--- src/rtl/pipelined_ripple_adder.sv ---
// Pipelined ripple-carry adder/subtractor: the WIDTH-bit carry chain is cut into
// SEG-bit slices, one slice resolved per stage, with a global valid/ready stall.
`timescale 1ns/1ps

module pipelined_ripple_adder #(
  parameter int WIDTH = 8,
  parameter int SEG   = 4
) (
  input  logic             clk,
  input  logic             rst_n,
  input  logic             in_valid,
  output logic             in_ready,
  input  logic [WIDTH-1:0] x,
  input  logic [WIDTH-1:0] y,
  input  logic             cin,
  input  logic             sub,
  output logic             out_valid,
  input  logic             out_ready,
  output logic [WIDTH-1:0] s,
  output logic             cout,
  output logic             ovf
);

  localparam int L = WIDTH / SEG;

  logic             advance;
  logic             accept;
  logic [WIDTH-1:0] y_eff;

  assign advance  = !out_valid || out_ready;
  assign in_ready = advance;
  assign accept   = in_valid && advance;
  assign y_eff    = sub ? ~y : y;

  // Bit-serial full-adder chain over one slice; returns {carry_out, sum}.
  function automatic logic [SEG:0] add_slice(input logic [SEG-1:0] a,
                                             input logic [SEG-1:0] b,
                                             input logic           ci);
    logic [SEG-1:0] sm;
    logic           c;
    c = ci;
    for (int i = 0; i < SEG; i++) begin
      sm[i] = a[i] ^ b[i] ^ c;
      c     = (a[i] & b[i]) | (c & (a[i] ^ b[i]));
    end
    return {c, sm};
  endfunction

  for (genvar k = 0; k < L; k++) begin : g_stage
    localparam int REM = WIDTH - (k + 1) * SEG;
    localparam int AW  = WIDTH - k * SEG;

    logic [AW-1:0]          a_in;
    logic [AW-1:0]          b_in;
    logic                   c_in;
    logic                   v_in;
    logic [SEG:0]           r;
    logic [(k+1)*SEG-1:0]   sum_nx;
    logic [(k+1)*SEG-1:0]   sum_p;
    logic                   cy_p;
    logic                   vld_p;

    if (k == 0) begin : g_src
      assign a_in   = x;
      assign b_in   = y_eff;
      assign c_in   = cin;
      assign v_in   = accept;
      assign sum_nx = r[SEG-1:0];
    end else begin : g_src
      assign a_in   = g_stage[k-1].g_fwd.x_p;
      assign b_in   = g_stage[k-1].g_fwd.y_p;
      assign c_in   = g_stage[k-1].cy_p;
      assign v_in   = g_stage[k-1].vld_p;
      assign sum_nx = {r[SEG-1:0], g_stage[k-1].sum_p};
    end

    assign r = add_slice(a_in[SEG-1:0], b_in[SEG-1:0], c_in);

    // ---- stage k register boundary ----
    always_ff @(posedge clk or negedge rst_n) begin
      if (!rst_n) begin
        vld_p <= 1'b0;
      end else if (advance) begin
        vld_p <= v_in;
      end
    end

    if (REM > 0) begin : g_fwd
      // Only the operand bits that later slices still need move forward.
      logic [REM-1:0] x_p;
      logic [REM-1:0] y_p;

      always_ff @(posedge clk) begin
        if (advance && v_in) begin
          x_p   <= a_in[AW-1:SEG];
          y_p   <= b_in[AW-1:SEG];
          sum_p <= sum_nx;
          cy_p  <= r[SEG];
        end
      end
    end else begin : g_last
      logic cmsb_p;

      // Output stage is cleared on reset so the result bus reads zero when idle.
      always_ff @(posedge clk or negedge rst_n) begin
        if (!rst_n) begin
          sum_p  <= '0;
          cy_p   <= 1'b0;
          cmsb_p <= 1'b0;
        end else if (advance && v_in) begin
          sum_p  <= sum_nx;
          cy_p   <= r[SEG];
          // Carry into the MSB recovered from its sum bit: c = s ^ a ^ b.
          cmsb_p <= a_in[SEG-1] ^ b_in[SEG-1] ^ r[SEG-1];
        end
      end
    end
  end

  assign out_valid = g_stage[L-1].vld_p;
  assign s         = g_stage[L-1].sum_p;
  assign cout      = g_stage[L-1].cy_p;
  assign ovf       = g_stage[L-1].g_last.cmsb_p ^ g_stage[L-1].cy_p;

endmodule

--- config.mk ---
export PLATFORM = sky130hd
export DESIGN_NAME = pipelined_ripple_adder
export DESIGN_NICKNAME = d
export VERILOG_FILES = /design/src/rtl/pipelined_ripple_adder.sv
export SDC_FILE = /design/constraint.sdc
export NUM_CORES = 1
export LEC_CHECK = 0
export CAP_MARGIN = 20
export CORE_AREA = 2 2 52 54
export CTS_CLUSTER_DIAMETER = 120
export DETAILED_ROUTE_END_ITERATION = 16
export DIE_AREA = 0 0 54 56
export PLACE_DENSITY = 0.86
export RECOVER_POWER = 100
export SYNTH_ARGS = -nofsm -noshare
export SYNTH_HDL_FRONTEND = slang
export SYNTH_SLANG_ARGS = --single-unit
export TNS_END_PERCENT = 100
--- constraint.sdc ---
create_clock -name clk -period 4.5 [get_ports clk]
set_input_delay 0.9 -clock clk [delete_from_list [all_inputs] [get_ports clk]]
set_output_delay 0.9 -clock clk [all_outputs]
set_load 0.01 [all_outputs]
==> metrics.md <==
| Metric | Value |
|---|---|
| Final Power | `0.600 mW` |
| Max-Cap Viols | `0` |
| CP required | `4.56 ns` |
| Layout cells sized above 1 | `0.0357` |
| Antenna Cells | `0` |
| Post-synthesis cell type count | `15` |
| Area share of the largest cell type after synthesis | `0.325` |
| Critical Path Stages | `8` |
| WP buf/inv | `3` |
| Peak VDD IR | `246 µV` |
| Syn Std Cell Area | `1200 µm²` |
| Synth Instances | `76` |
| Most used cell, CP | `fa_1` |
| Yosys reg bits | `25` |
| Final setup fails | `0` |
| Cell with the most instances after synthesis | `inv_1` |
| Crit Path Class | `primary input to register` |
| Clk sink count | `25` |
| Post-CTS Resized | `0` |
| Die area | `3020 µm²` |
| Cell Count Post-Placement | `138` |
| Gr usage total | `0.133` |
| H-tree depth | `1` |
| DRT Pass-1 Iters | `4` |
| Initial antenna violation count | `0` |
| Post-synth EDFFs | `13` |
| Multi-input gate area | `403 µm²` |
| Post-Route Utilization | `0.636` |
| Largest cells by area after synthesis | `edfxtp_1 33%, dfrtp_1 25%, fa_1 13%, mux2_4 8.8%, xor2_1 5.1%` |
| Final min period | `3.34 ns` |
| Sw Ratio | `0.276` |
| Final Cell Area | `1550 µm²` |
| RSZ-0062 raised after global routing | `false` |
| Max frequency | `0.299 GHz` |
| Reg2Reg Depth | `9` |
| Final Non-Filler Cells | `142` |
| Hold path cells | `1` |
| Hold Slack | `0.478 ns` |
| CTS root buf | `clkbuf_4` |
| Register area | `691 µm²` |
| Warnings, synthesis | `0` |
| Clock share of power | `0.157` |
| Largest net degree at the start of global routing | `14` |
| Gr ovfl total | `0` |
| Cell taking the most area after synthesis | `edfxtp_1` |
| Sequential share of power | `0.528` |
| Setup_tns | `0 ns` |
| Outcome | `finished, final reports clean` |
| Crit end category | `register` |
| Final WS setup | `1.16 ns` |
| Peak per-stage delay on the critical path | `0.80 ns` |
| First DRT Iteration DRCs | `6` |
| Hold-fix buffers, CTS | `0` |
| CP Launch Type | `primary input` |
| Worst min path class | `register to register` |
| Final Cycle Share | `0.743` |
| Setup bufs post-CTS | `0` |
| Via Count | `636` |
| Main synth FF type | `edfxtp_1` |
| Core Area | `2430 µm²` |
| Worst path cell trace | `dlygate4sd3_1 > xor2_1 > fa_1 > inv_1 > fa_1 > fa_1 > inv_1 > fa_1` |
| Worst slew margin | `0.424` |
| Worst EP arrival | `3.40 ns` |
| Pre-CTS WS | `0.857 ns` |
| CTS tree | `built` |
| # fillers | `209` |
| Post-DP HPWL | `1430 µm` |
| Total routed wirelength | `1770 µm` |
| Vias in the first global route | `680` |
| Vias per inst | `4.48` |
| Clk slew on worst S/H paths | `0.13 ns` |
| ANT nets after route | `0` |
| Most common library cells after synthesis | `16 x inv_1, 13 x edfxtp_1, 12 x dfrtp_1` |
| Post-Route Skew | `0.0116 ns` |
| Final Net Count | `144` |
| Top delay family on crit path | `adder cells` |
| Logic pwr share | `0.315` |
| Die Y | `56 µm` |
| IO Port Bufs | `33` |
| I/O pin total | `34` |
| Worst-path maximum fanout | `8` |
| Pint | `0.435 mW` |
| Slew @ Worst Pin | `0.863 ns` |
| Die width | `54 µm` |
| Leak | `0.663 nW` |
| # rows | `18` |
| Global-route wire length before repair | `2880 µm` |
| Num CTS Buffers | `3` |
| Final-report max-slew violation count | `0` |
| DRC Markers | `0` |
| Starting density of the core | `0.493` |
| Layout overhead on the synthesized area | `29.0%` |
| Mapped Nets | `107` |
| RD Place Congestion | `0.620` |
| Skew-Pair Late Insertion Delay | `0.30 ns` |
| Syn avg cell area | `15.8 µm²` |
| Slowest CP cell | `dlygate4sd3_1` |
| Post-DP Area | `1560 µm²` |
| Post-synthesis sequential area ratio | `0.576` |
| WL/cell | `12.5 µm` |
| Pwr Density | `388 nW/µm²` |
| Final hold vios | `0` |
| Deepest clock path buffer count | `2` |
| Psw | `0.166 mW` |
| Ys async rst share | `0.480` |
[logic make-up after synthesis]
| kind of cell | Yosys count | share of synthesized area |
|---|---|---|
| DFF | 25 | 0.576 |
| buffers and inverters | 17 | 0.0542 |
| muxes | 11 | 0.122 |
| xor gates and xnor gates | 10 | 0.0730 |
| adders and majority gates | 9 | 0.144 |
| and+or+nand+nor | 4 | 0.0313 |
[routing by layer]
metal | vias to the layer above | track usage | wire length (µm)
li1 | 308 | - | -
met1 | 302 | 0.149 | 728
met2 | 24 | 0.228 | 907
met3 | 2 | 0.0323 | 113
met4 | 0 | 0.0607 | 21
met5 | - | 0 | 0
[power by group through the flow]
| stage | registers (mW) | logic (mW) | clock network, mW |
|---|---|---|---|
| detailed placement | 0.328 | 0.230 | 0 |
| floorplan | 0.337 | 0.0998 | 0 |
| global route | 0.324 | 0.209 | 0.108 |
| finish | 0.317 | 0.189 | 0.0944 |
| CTS | 0.322 | 0.231 | 0.0985 |
| global placement | 0.324 | 0.221 | 0 |
[final timing paths]
kind | end | slack, ns | start
setup reg to reg | g_stage[1].g_last.cmsb_p | 1.99 | g_stage[0].g_fwd.x_p[0]
hold / removal | s[1] | 0.48 | g_stage[0].sum_p[1]
setup / recovery | g_stage[0].sum_p[3] | 1.16 | sub
min in group asynchronous | s[0] | 0.99 | rst_n
hold reg to reg | s[1] | 0.48 | g_stage[0].sum_p[1]
max in group asynchronous | g_stage[0].vld_p | 3.14 | rst_n
[cell usage in the layout, fill, tap and decap left out, drive strengths merged, types with 2 or more instances in the layout]
cell / Yosys / final
dfrtp: 12 / 12
fa: 8 / 8
xnor2: 3 / 3
clkdlybuf4s50: 0 / 14
nand2b: 2 / 2
mux2i: 3 / 3
dlygate4sd3: 0 / 19
clkbuf: 0 / 4
mux2: 8 / 8
inv: 16 / 16
xor2: 7 / 7
edfxtp: 13 / 13
[state kept, by name, summed over array words and instances (netlist names)]
name and count:
g_stage.g_fwd.y_p 4, g_stage.cy_p 1, g_stage.vld_p 1, s 8, g_stage.sum_p 4, cout 1
g_stage.g_fwd.x_p 4, out_valid 1, g_stage.g_last.cmsb_p 1
[cell type report]
type	instances	share of cell area
clock buffer	4	0.0170
inverter	16	0.0388
multi-input combinational	34	0.260
sequential	25	0.446
tap	30	0.0243
timing repair buffer	33	0.213
Power figures use the tool's default switching activity.
